### src/rtl/result_pkg.sv
// Shared sizing and packed-entry layout for the result collector and its FIFO.
package result_pkg;

    localparam int unsigned DEPTH   = 4;
    localparam int unsigned CNT_W   = 8;
    localparam int unsigned ENTRY_W = 22;

    localparam int unsigned Y_LSB      = 0;
    localparam int unsigned Y_W        = 8;
    localparam int unsigned S_LSB      = 8;
    localparam int unsigned S_W        = 3;
    localparam int unsigned B_LSB      = 11;
    localparam int unsigned REGIME_LSB = 12;
    localparam int unsigned REGIME_W   = 2;
    localparam int unsigned CYC_LSB    = 14;
    localparam int unsigned CYC_W      = 8;

    function automatic logic [ENTRY_W-1:0] pack_entry(
        input logic [CYC_W-1:0]    cycles,
        input logic [REGIME_W-1:0] regime,
        input logic                b,
        input logic [S_W-1:0]      s,
        input logic [Y_W-1:0]      y
    );
        return {cycles, regime, b, s, y};
    endfunction

endpackage

### src/rtl/sync_fifo.sv
// Single-clock FIFO with separate occupancy count; head reads as zero when empty.
module sync_fifo #(
    parameter int unsigned WIDTH = 8,
    parameter int unsigned DEPTH = 4
) (
    input  logic                     clk,
    input  logic                     rst,
    input  logic                     clear,
    input  logic                     push,
    input  logic                     pop,
    input  logic [WIDTH-1:0]         din,
    output logic [WIDTH-1:0]         head,
    output logic [$clog2(DEPTH):0]   count,
    output logic                     empty,
    output logic                     full
);
    localparam int unsigned AW = $clog2(DEPTH);

    logic [WIDTH-1:0] mem [DEPTH];
    logic [AW-1:0]    wr_ptr;
    logic [AW-1:0]    rd_ptr;
    logic             do_push;
    logic             do_pop;

    assign empty   = (count == '0);
    assign full    = (count == (AW+1)'(DEPTH));
    assign do_pop  = pop & ~empty;
    // When full, a same-cycle pop frees the slot the write pointer lands on.
    assign do_push = push & (~full | do_pop);
    assign head    = empty ? '0 : mem[rd_ptr];

    always_ff @(posedge clk or negedge rst) begin
        if (!rst) begin
            wr_ptr <= '0;
            rd_ptr <= '0;
            count  <= '0;
        end else if (clear) begin
            wr_ptr <= '0;
            rd_ptr <= '0;
            count  <= '0;
        end else begin
            if (do_push) wr_ptr <= wr_ptr + 1'b1;
            if (do_pop)  rd_ptr <= rd_ptr + 1'b1;
            case ({do_push, do_pop})
                2'b10:   count <= count + 1'b1;
                2'b01:   count <= count - 1'b1;
                default: count <= count;
            endcase
        end
    end

    always_ff @(posedge clk) begin
        if (rst && !clear && do_push) mem[wr_ptr] <= din;
    end

endmodule

### src/rtl/result_collector.sv
// Detects completion of upstream busy phases and queues a tagged result entry for each.
module result_collector #(
    parameter int unsigned DEPTH = result_pkg::DEPTH,
    parameter int unsigned CNT_W = result_pkg::CNT_W
) (
    input  logic                              clk,
    input  logic                              rst,
    input  logic [7:0]                        y,
    input  logic [2:0]                        s,
    input  logic                              b,
    input  logic [1:0]                        regime,
    input  logic                              active,
    input  logic                              clear,
    output logic [result_pkg::ENTRY_W-1:0]    dout,
    output logic                              dout_valid,
    input  logic                              dout_ready,
    output logic [$clog2(DEPTH):0]            count,
    output logic                              overflow
);
    import result_pkg::*;

    localparam int unsigned WIDE_W = CNT_W + CYC_W;

    logic               active_q;
    logic [CNT_W-1:0]   busy_cnt;
    logic               completion;
    logic               start;
    logic               pop;
    logic               push;
    logic               full;
    logic               empty;
    logic [WIDE_W-1:0]  cnt_wide;
    logic [CYC_W-1:0]   cyc_field;
    logic [ENTRY_W-1:0] entry;

    assign completion = active_q & ~active;
    assign start      = ~active_q & active;
    assign dout_valid = ~empty;
    assign pop        = dout_valid & dout_ready;
    assign push       = completion & (~full | pop);

    // Counter may be wider or narrower than the entry field; saturate into it.
    assign cnt_wide  = WIDE_W'(busy_cnt);
    assign cyc_field = (cnt_wide > WIDE_W'(2**CYC_W - 1)) ? '1 : cnt_wide[CYC_W-1:0];
    assign entry     = pack_entry(cyc_field, regime, b, s, y);

    always_ff @(posedge clk or negedge rst) begin
        if (!rst) begin
            active_q <= 1'b0;
            busy_cnt <= '0;
            overflow <= 1'b0;
        end else if (clear) begin
            active_q <= active;
            busy_cnt <= '0;
            overflow <= 1'b0;
        end else begin
            active_q <= active;
            if (start)
                busy_cnt <= CNT_W'(1);
            else if (active && active_q && busy_cnt != '1)
                busy_cnt <= busy_cnt + 1'b1;
            if (completion && full && !pop)
                overflow <= 1'b1;
        end
    end

    sync_fifo #(
        .WIDTH (ENTRY_W),
        .DEPTH (DEPTH)
    ) u_fifo (
        .clk   (clk),
        .rst   (rst),
        .clear (clear),
        .push  (push),
        .pop   (pop),
        .din   (entry),
        .head  (dout),
        .count (count),
        .empty (empty),
        .full  (full)
    );

endmodule

### config.mk
export PLATFORM = sky130hd
export DESIGN_NAME = result_collector
export DESIGN_NICKNAME = d
export VERILOG_FILES = /design/src/rtl/result_pkg.sv /design/src/rtl/sync_fifo.sv /design/src/rtl/result_collector.sv
export SDC_FILE = /design/constraint.sdc
export NUM_CORES = 1
export LEC_CHECK = 0
export BUFFER_PORTS_ARGS = -buffer_cell sky130_fd_sc_hd__buf_2
export CAP_MARGIN = 20
export CORE_MARGIN = 10
export CORE_UTILIZATION = 30
export CTS_CLUSTER_SIZE = 40
export DETAILED_ROUTE_END_ITERATION = 6
export GPL_TIMING_DRIVEN = 0
export PLACE_DENSITY = 0.53
export SLEW_MARGIN = 20
export SYNTH_ARGS = -nofsm -noshare
export SYNTH_HDL_FRONTEND = slang
export SYNTH_SLANG_ARGS = --single-unit
### constraint.sdc
create_clock -name clk -period 2.05 [get_ports clk]
set_input_delay 0.1025 -clock clk [delete_from_list [all_inputs] [get_ports clk]]
set_output_delay 0.1025 -clock clk [all_outputs]
set_load 0.005 [all_outputs]
; Word-level counts from Yosys, hierarchy flattened
; Memories as Yosys holds them, arrays and structs flattened.
; Cells that the tools add are included.
[totals]
mem_bits_rw = 88
output_inout_bits = 27
memories = 1
elab_cells = 58
input_bits = 19
register_bits = 17
[classes]
mux = 15
addsub = 5
magnitude_cmp = 1
bitwise_logic = 12
n_eq_ne = 4
n_reduce_logical = 14
[memory_table]
columns = name, depth, width, rd, rd_clocked_by_memory_dff, wr, line_no
row1 = u_fifo.mem, 4, 22, 1, 0, 1, sync_fifo.sv:19  ; logic [WIDTH-1:0] mem [DEPTH];
[ops]
columns = operator, n
row1 = 2-to-1 mux 8 bit, 4
row2 = 2-to-1 mux 22 bit, 1
row3 = "adder 8 x 1 -> 8 bit, second input constant", 1
row4 = "> comparator 8 bit, second input constant", 1
row5 = 2-to-1 mux 2 bit, 4
row6 = "!= test 8 bit, second input constant", 1
row7 = AND 1 bit, 6
row8 = logical AND 1 bit, 6
row9 = case mux 3 bit (2 select lines), 1
row10 = nonzero test 2 bit, 3
row11 = nonzero test 3 bit, 2
row12 = "adder 2 x 1 -> 2 bit, second input constant", 2
row13 = 2-to-1 mux 1 bit, 4
row14 = inverter 1 bit, 4
row15 = "adder 3 x 1 -> 3 bit, second input constant", 1
row16 = "== test 3 bit, second input constant", 1
row17 = logical NOT 3 bit, 1
row18 = 2-to-1 mux 3 bit, 1
row19 = "subtractor 3 x 1 -> 3 bit, second input constant", 1
row20 = "== test 2 x 1 -> 1 bit, second input constant", 1
row21 = "== test 2 bit, second input constant", 1
row22 = logical NOT 1 bit, 2
row23 = OR 1 bit, 2

; Longest topological paths before layout
; Gate-level depths: netlist of run 1.
[logic_depth]
depth_word = 9
depth_mapped = 10

; By module
; From an unflattened synthesis of run 1, not the netlist that was laid out.
[hier_totals]
hier_cells = 258
area_unflattened_um2 = 4451.8
[by_module_without_submodules]
columns = module, cells_each, seq_area_each_um2, area_each_um2, instances
row1 = sync_fifo, 202, 2817.7, 3930.0, 1
row2 = result_collector, 56, 250.2, 521.8, 1

; Least setup slack after synthesis of run 1
; No wires, ideal clock.
[synth_timing]
kind = reg-to-reg
startpoint = register u_fifo.count[0]
endpoint = register u_fifo.count[1]
stages_incl_launch_ff = 10
setup_ns = 0.082
path_slack_ns = -0.076
synth_period_minus_slack_ns = 2.126
arrival_ns = 2.044
required_time_ns = 1.968
path_buffers = 2
path_cell_list = dfrtp_1 > buf_2 > or3_1 > clkbuf_1 > nand2_1 > nor2_1 > fa_1 > nand3_1 > a21o_1 > a31oi_1
[synth_via]
elab_chain_cells = 9
[synth_rtl]
columns = element, line_no
row1 = from (decl), sync_fifo.sv:13  ; output logic [$clog2(DEPTH):0] count,
row2 = from (signal assigned), sync_fifo.sv:45  ; 2'b10: count <= count + 1'b1;
row3 = from (signal assigned), sync_fifo.sv:46  ; 2'b01: count <= count - 1'b1;
row4 = from (signal assigned), sync_fifo.sv:47  ; default: count <= count;
row5 = logical NOT 3 bit, sync_fifo.sv:25  ; assign empty = (count == '0);
row6 = inverter 1 bit, "sync_fifo.sv:27, result_collector.sv:38"
row7 = AND 1 bit, result_collector.sv:39  ; assign pop = dout_valid & dout_ready;
row8 = OR 1 bit / AND 1 bit (equally long branches), "result_collector.sv:40, sync_fifo.sv:27"
row9 = AND 1 bit / OR 1 bit (equally long branches), "result_collector.sv:40, sync_fifo.sv:29"
row10 = AND 1 bit, sync_fifo.sv:29  ; assign do_push = push & (~full | do_pop);
row11 = == test 2 x 1 -> 1 bit / == test 2 bit (equally long branches), sync_fifo.sv:44  ; case ({do_push, do_pop})
row12 = case mux 3 bit (2 select lines), sync_fifo.sv:44
row13 = 2-to-1 mux 3 bit, sync_fifo.sv:37  ; end else if (clear) begin
; Several ways; a longest one is shown, not always the timed one.
; A chain may end at the register's enable or synchronous reset.

; Final worst setup path of run 1
[layout_timing]
startpoint = register u_fifo.count[2]
endpoint = register u_fifo.count[1]
; The elaborated chain is that of the path after synthesis.

==> impl_results.md, run 1 <==
- Status: complete, but fails checks
- Failing checks: setup timing
- Max cap viols: 0
- Syn_nets: between 200 and 300
- Placement Rows: 44
- Synth area leaders: edfxtp_1, mux4_2, dfrtp_1, and2_1, ha_1
- Register area share after synthesis: between 60 and 70%
- RSZ-0062 raised after global routing: yes
- Synthesis warning total: 0
- Initial Util: between 30% and 40%
- Avg Synthesized Cell Area: approximately 17 um2
- Die area: between 15000 and 20000 um2
- I/O Buffers: 44
- Hold slack: 0.1327 ns
- Num CTS Buffers: 9
- Reg2reg start: u_fifo.count[2]
- Worst skew pair latency: around 0.34 ns
- Post-synth EDFFs: 88
- HPWL Detailed: between 5000 and 6000 um
- Vias: about 2500
- Critical Path RT: ~2.3 ns
- Final Critical Period: 2.189 ns
- Period utilization: 106.8%
- DR DRC count: 0
- Fill count: about 1400
- Slew Viols, Final: 0
- Largest net degree at the start of global routing: 23
- CP Launch Type: register
- CTS H-tree lvls: 3
- Synth top area share: about three fifths
- Share of layout cells above drive strength 1: 37.43%
- Worst-case reg-to-reg path depth: 9
- Drt pass-1 iters: 4
- Slowest cell on the critical path: fa_2
- Vias per cell: approximately 4.7
- Setup-failing EPs final: 14
- Clock Tree Root: clkbuf_16
- WS Path Type: reg2reg
- Ant. Diodes: 0
- Yosys top cell by area: edfxtp_1
- Distinct cells, synth: 46
- CTS Sinks: approximately 110
- PwrDens: between 800 and 900 nW/um2
- Routability cong.: between 0.7 and 0.8
- Crit-path max FO: 3
- CTS clock-pin slew for the worst setup and hold paths: around 0.07 ns
- Hold Crit Class: in2reg
- Final WL: roughly 9000 um
- Register bit total from synthesis: 105
- Clk buf depth: 2
- Most common cell in the netlist: edfxtp_1
- WP data arrival: 2.44 ns
- Tot GR Track Use: 9.260%
- Worst slew pin tran: 0.6605 ns
- Core region area: about 14000 um2
- Dpl cells: between 400 and 500
- Non-Filler Instances: 534
- Worst r2r dst: u_fifo.count[1]
- Tot Pwr: 4827 uW
- Worst Setup End Kind: register
- Async SR Flop Fraction: ~16%
- Vias in the first global route: ~2700
- Final nets: 370
- Worst setup margin: -0.1395 ns
- CP cell instances: buf_6, or3_4, buf_8, nand2_4, nor2_4, fa_2, nand3_2, a21o_1, a31oi_1
- Post-route ant nets: 0
- Setup TNS: -0.9757 ns
- CP startpoint: u_fifo.count[2]
- Starting DRC count in detailed routing: 120
- R2R Setup Slk: -0.14 ns
- Initial antenna violation count: 0
- Synth cell count leaders: edfxtp_1, and2_1, mux4_2, dfrtp_1, nor2_1
- Total grt overflow: 0
- Post-synth top flop: edfxtp_1
- I/O pin total: 46
- CTS tree: done
- Leak Pwr: 0.002035 uW
- First-pass GRT wire length: roughly 15000 um
- Min-Delay Path Depth: 3
- Achievable Freq: roughly 0.46 GHz
- Die Span Y: about 140 um
- Chip width: 141.3 um
- Endpoint of the most critical setup path: u_fifo.count[1]
- Cell area after synthesis: 4412 um2
- Rel. slew slack: between 50% and 60%
- Average wire per standard cell: between 15 and 20 um
- Worst Skew: ~0.0054 ns
- Peak supply drop: approximately 0.39 mV
- Mapped Cells: about 260
- Crit-path max cell delay: between 0.6 and 0.7 ns
- Area added between synthesis and finish: 26.97%
- Final hold vios: 0
-- cell families (layout without fill, tap and decap cells) --
family | after synthesis | in the layout | synth area share (%)
AOI/OAI and AO/OA | 30 | 30 | 4.680
xor gates and xnor gates | 3 | 3 | 0.5957
adders and majority gates | 6 | 6 | 1.872
buffers and inverters | 20 | 109 | 2.042
DFF | 105 | 105 | 69.54
muxes | 25 | 25 | 11.91
and+or+nand+nor | 72 | 72 | 9.360
-- registers in the layout, indices dropped and copies added (netlist names) --
| signal | flops |
|---|---|
| u_fifo.mem | 88 |
| busy_cnt | 8 |
| u_fifo.count | 3 |
| u_fifo.rd_ptr | 2 |
| u_fifo.wr_ptr | 2 |
| active_q | 1 |
| overflow | 1 |
-- area by class of cell --
class | instances | area [um2] | share of cell area [%]
Sequential cell | 105 | 3068 | 54.77
Multi-Input combinational cell | 136 | 1325 | 23.65
Timing Repair Buffer | 73 | 530.5 | 9.471
Tap cell | 184 | 230.2 | 4.110
Clock buffer | 10 | 229.0 | 4.088
Buffer | 16 | 136.4 | 2.435
Clock inverter | 6 | 67.56 | 1.206
Inverter | 4 | 15.01 | 0.2680
-- worst max-delay path: cells and delay by family (launching register included) --
family,cells,cell delay [ns]
flops,1,0.39
buf+inv,2,0.25
fa+ha+maj,1,0.61
simple gates,4,0.55
compound gates,2,0.30
-- layer usage --
layer / routed length, um / track usage (%)
met1: 3930 / 11.26
met2: 4553 / 15.30
met3: 485 / 3.438
met4: 77 / 2.065
met5: 0 / 0
-- metrics by stage --
| stage | util, % | setup WS, ns | cell area [um2] |
|---|---|---|---|
| global placement | 33.75 | -0.2513 | 4886 |
| detailed placement | 33.75 | -0.2994 | 4886 |
| floorplan | - | -0.06158 | 4436 |
| finish | 38.69 | -0.1395 | 5602 |
| global route | 38.69 | -0.2071 | 5602 |
| CTS | 37.61 | -0.1517 | 5445 |
-- where the power goes --
part / total [uW] / internal, uW / switching (uW) / leakage [uW]
clock network: 1690 / 951 / 734 / 0.000139
logic: 780 / 448 / 332 / 0.000851
registers: 2360 / 2340 / 25.8 / 0.00105
-- cell usage in the layout, fill, tap and decap left out, drive strengths merged, types with 5 or more instances in the layout --
cell type	instances
inv	5
o21ai	6
dfrtp	17
buf	70
nor2	11
and2	28
mux4	22
dlygate4sd3	16
ha	5
nand3	6
edfxtp	88
nand2	8
clkbuf	13
-- worst min-delay path by stage --
stage | to | from
3_5_place_dp | busy_cnt[0] | rst
6_report | busy_cnt[6] | active
4_1_cts | busy_cnt[6] | active
3_3_place_gp | busy_cnt[0] | rst
5_1_grt | busy_cnt[6] | active
2_1_floorplan | active_q | rst
-- timing repair --
item / 4_1_cts / 5_1_grt
setup endpoints to repair: 110 / 109
setup buffers: 7 / 5
pin swaps: 4 / 4
resized for setup: 18 / 31
hold endpoints to repair: 74 / 0
hold buffers: 16 / 0
cloned: 0 / 1
No activity file was read; power rests on OpenSTA's default activity.
==> run 2: changes to the inputs <==
--- a/config.mk
+++ b/config.mk
@@ -12,7 +12,6 @@
 export CTS_CLUSTER_SIZE = 40
 export DETAILED_ROUTE_END_ITERATION = 6
 export GPL_TIMING_DRIVEN = 0
-export PLACE_DENSITY = 0.53
 export SLEW_MARGIN = 20
 export SYNTH_ARGS = -nofsm -noshare
 export SYNTH_HDL_FRONTEND = slang
==> run 2 against run 1 <==
  * The run still ends with setup timing left
  * Non-clock buffer count fell by 4
  * Clock skew up 0.0052 ns
  * Via count decreased by 1.0%
  * Largest cell class unchanged
  * Largest power group unchanged
  * Highest routed layer unchanged
==> impl_results.md, run 2 (synthesis results as in run 1) <==
- Most frequent cells in the layout: edfxtp_1, buf_2, and2_1, mux4_2, dlygate4sd3_1
- Failing checks: setup timing
- WS Path Type: reg2reg
- DR DRC count: 0 (unchanged)
- CTS tree: done
- Critical Path RT: 2.31 ns (about the same)
- Chip width: 141.3 um (unchanged)
- Die Span Y: 141.3 um (unchanged)
- Worst slew pin tran: 0.5274 ns (-0.1331 ns)
- Post-route ant nets: 0 (unchanged)
- CP Launch Type: register
- Die area: 19960 um2 (unchanged)
- Worst skew pair latency: 0.34 ns (about the same)
- Ant. Diodes: 0 (unchanged)
- CTS Sinks: 105 (unchanged)
- Total grt overflow: 0 (unchanged)
- Worst setup margin: -0.01261 ns (+0.1268 ns)
- Achievable Freq: 0.4848 GHz (+6.1%)
- Final hold vios: 0 (unchanged)
- First-pass GRT wire length: 14200 um (-3.3%)
- Most common cell after layout, fill and taps aside: edfxtp_1
- Vias: 2473 (-1.0%)
- Peak supply drop: 0.4032 mV (+3.9%)
- Final Critical Period: 2.063 ns (-0.1268 ns)
- Vias per cell: 4.657 (-0.48%)
- Placement Setup Slack: -0.2926 ns (+0.006791 ns)
- Crit-path max FO: 5 (+2)
- Core region area: 14480 um2 (unchanged)
- CTS H-tree lvls: 3 (unchanged)
- Final WL: 8809 um (-2.6%)
- Setup-failing EPs final: 1 (-13)
- Routed met2 length: 4383 um (-3.7%)
- HPWL Detailed: 5584 um (-1.6%)
- PwrDens: 845.2 nW/um2 (-1.9%)
- Clock Tree Root: clkbuf_16
- Most flop-heavy register: u_fifo.mem
- Hold Crit Class: in2reg
- Dpl cells: 489 (unchanged)
- Non-Filler Instances: 531 (-0.56%)
- Share of layout cells above drive strength 1: 35.73% (-1.7 points)
- Placement Rows: 44 (unchanged)
- Status: complete, but fails checks
- Biggest regs: u_fifo.mem x88, busy_cnt x8, u_fifo.count x3
- Vias in the first global route: 2609 (-3.5%)
- Initial Util: 30.47% (unchanged)
- I/O pin total: 46 (unchanged)
- WL met3: 476 um (-1.9%)
- Starting DRC count in detailed routing: 219 (+83%)
- Drt pass-1 iters: 4 (unchanged)
- Average wire per standard cell: 16.59 um (-2.1%)
- Slew Viols, Final: 0 (unchanged)
- Tot Pwr: 4661 uW (-3.4%)
- CTS clock-pin slew for the worst setup and hold paths: 0.07 ns (about the same)
- Fill count: 1339 (-3.0%)
- RSZ-0062 raised after global routing: yes
- Max reg flops: 88 (unchanged)
- Num CTS Buffers: 9 (unchanged)
- Largest net degree at the start of global routing: 23 (unchanged)
- Routed met1 length: 3906 um (-0.61%)
- I/O Buffers: 44 (unchanged)
- Worst Skew: 0.01058 ns (+0.005155 ns)
- Initial antenna violation count: 0 (unchanged)
- Area added between synthesis and finish: 25.01%
- Hold slack: 0.1355 ns (+0.002793 ns)
- Setup TNS: -0.01261 ns (+0.9631 ns)
- Leak Pwr: 0.001996 uW (-2.0%)
- Clk buf depth: 2 (unchanged)
- Routability cong.: 0.7588 (+1.4%)
- Final nets: 367 (-0.81%)
- Max cap viols: 0 (unchanged)
- Tot GR Track Use: 8.973% (-0.29 points)
- Rel. slew slack: 64.77% (+9.4 points)
- Max layer used: met4
- Worst Setup End Kind: register
- WP data arrival: 2.32 ns (-0.12 ns)
- Period utilization: 100.6% (-6.2 points)
## run 2: where the power goes
group	switching, uW	total [uW]	internal [uW]
registers	22.8	2360	2340
logic	317	700	383
clock network	756	1600	845
total	1100	4660	3570
## run 2: path summary, 6_finish.rpt
check,startpoint,end,slack (ns),depth (start not counted)
worst min-delay path,active,busy_cnt[6],0.14,3
worst max register to register,u_fifo.count[0],u_fifo.count[1],-0.01,8
min in group asynchronous,rst,busy_cnt[5],0.19,2
worst min register to register,overflow,overflow,0.53,2
max in group asynchronous,rst,u_fifo.count[1],1.63,2
worst max-delay path,u_fifo.count[0],u_fifo.count[1],-0.01,8
## run 2: repair_timing
item,CTS,global route
pin swaps,3,3
gates resized for setup,17,21
hold buffers,16,0
cloned,1,0
setup endpoints to repair,110,98
endpoints found under the hold margin,74,0
buffers inserted,4,7
## run 2: cell type report
cell class	count	area (um2)	share of cell area, %
buffer	14	113.9	2.064
clock buffer	9	225.2	4.083
clock inverter	7	57.56	1.044
inverter	4	15.01	0.2722
multi-input combinational	137	1325	24.02
sequential	105	3070	55.67
tap	184	230.2	4.174
timing repair buffer	71	478.0	8.666
## run 2: stage by stage
stage | area [um2] | util, %
finish | 5515 | 38.09
global route | 5515 | 38.09
CTS | 5403 | 37.31
detailed placement | 4886 | 33.75
global placement | 4886 | 33.75
floorplan | 4436 | -
## run 2: metal layers
layer,vias up,GRT usage [%]
met3,4,3.204
met4,0,1.957
met2,47,14.71
met5,-,0
met1,1251,11.11
li1,1171,-
## run 2: critical path, stage by stage (launching register included)
cell and delay (ns):
dfrtp_2 0.44, or3_4 0.38, buf_8 0.14, nand2_4 0.08, nor2_4 0.04, fa_2 0.57
nand3_2 0.06, a21o_1 0.17, a31oi_1 0.12
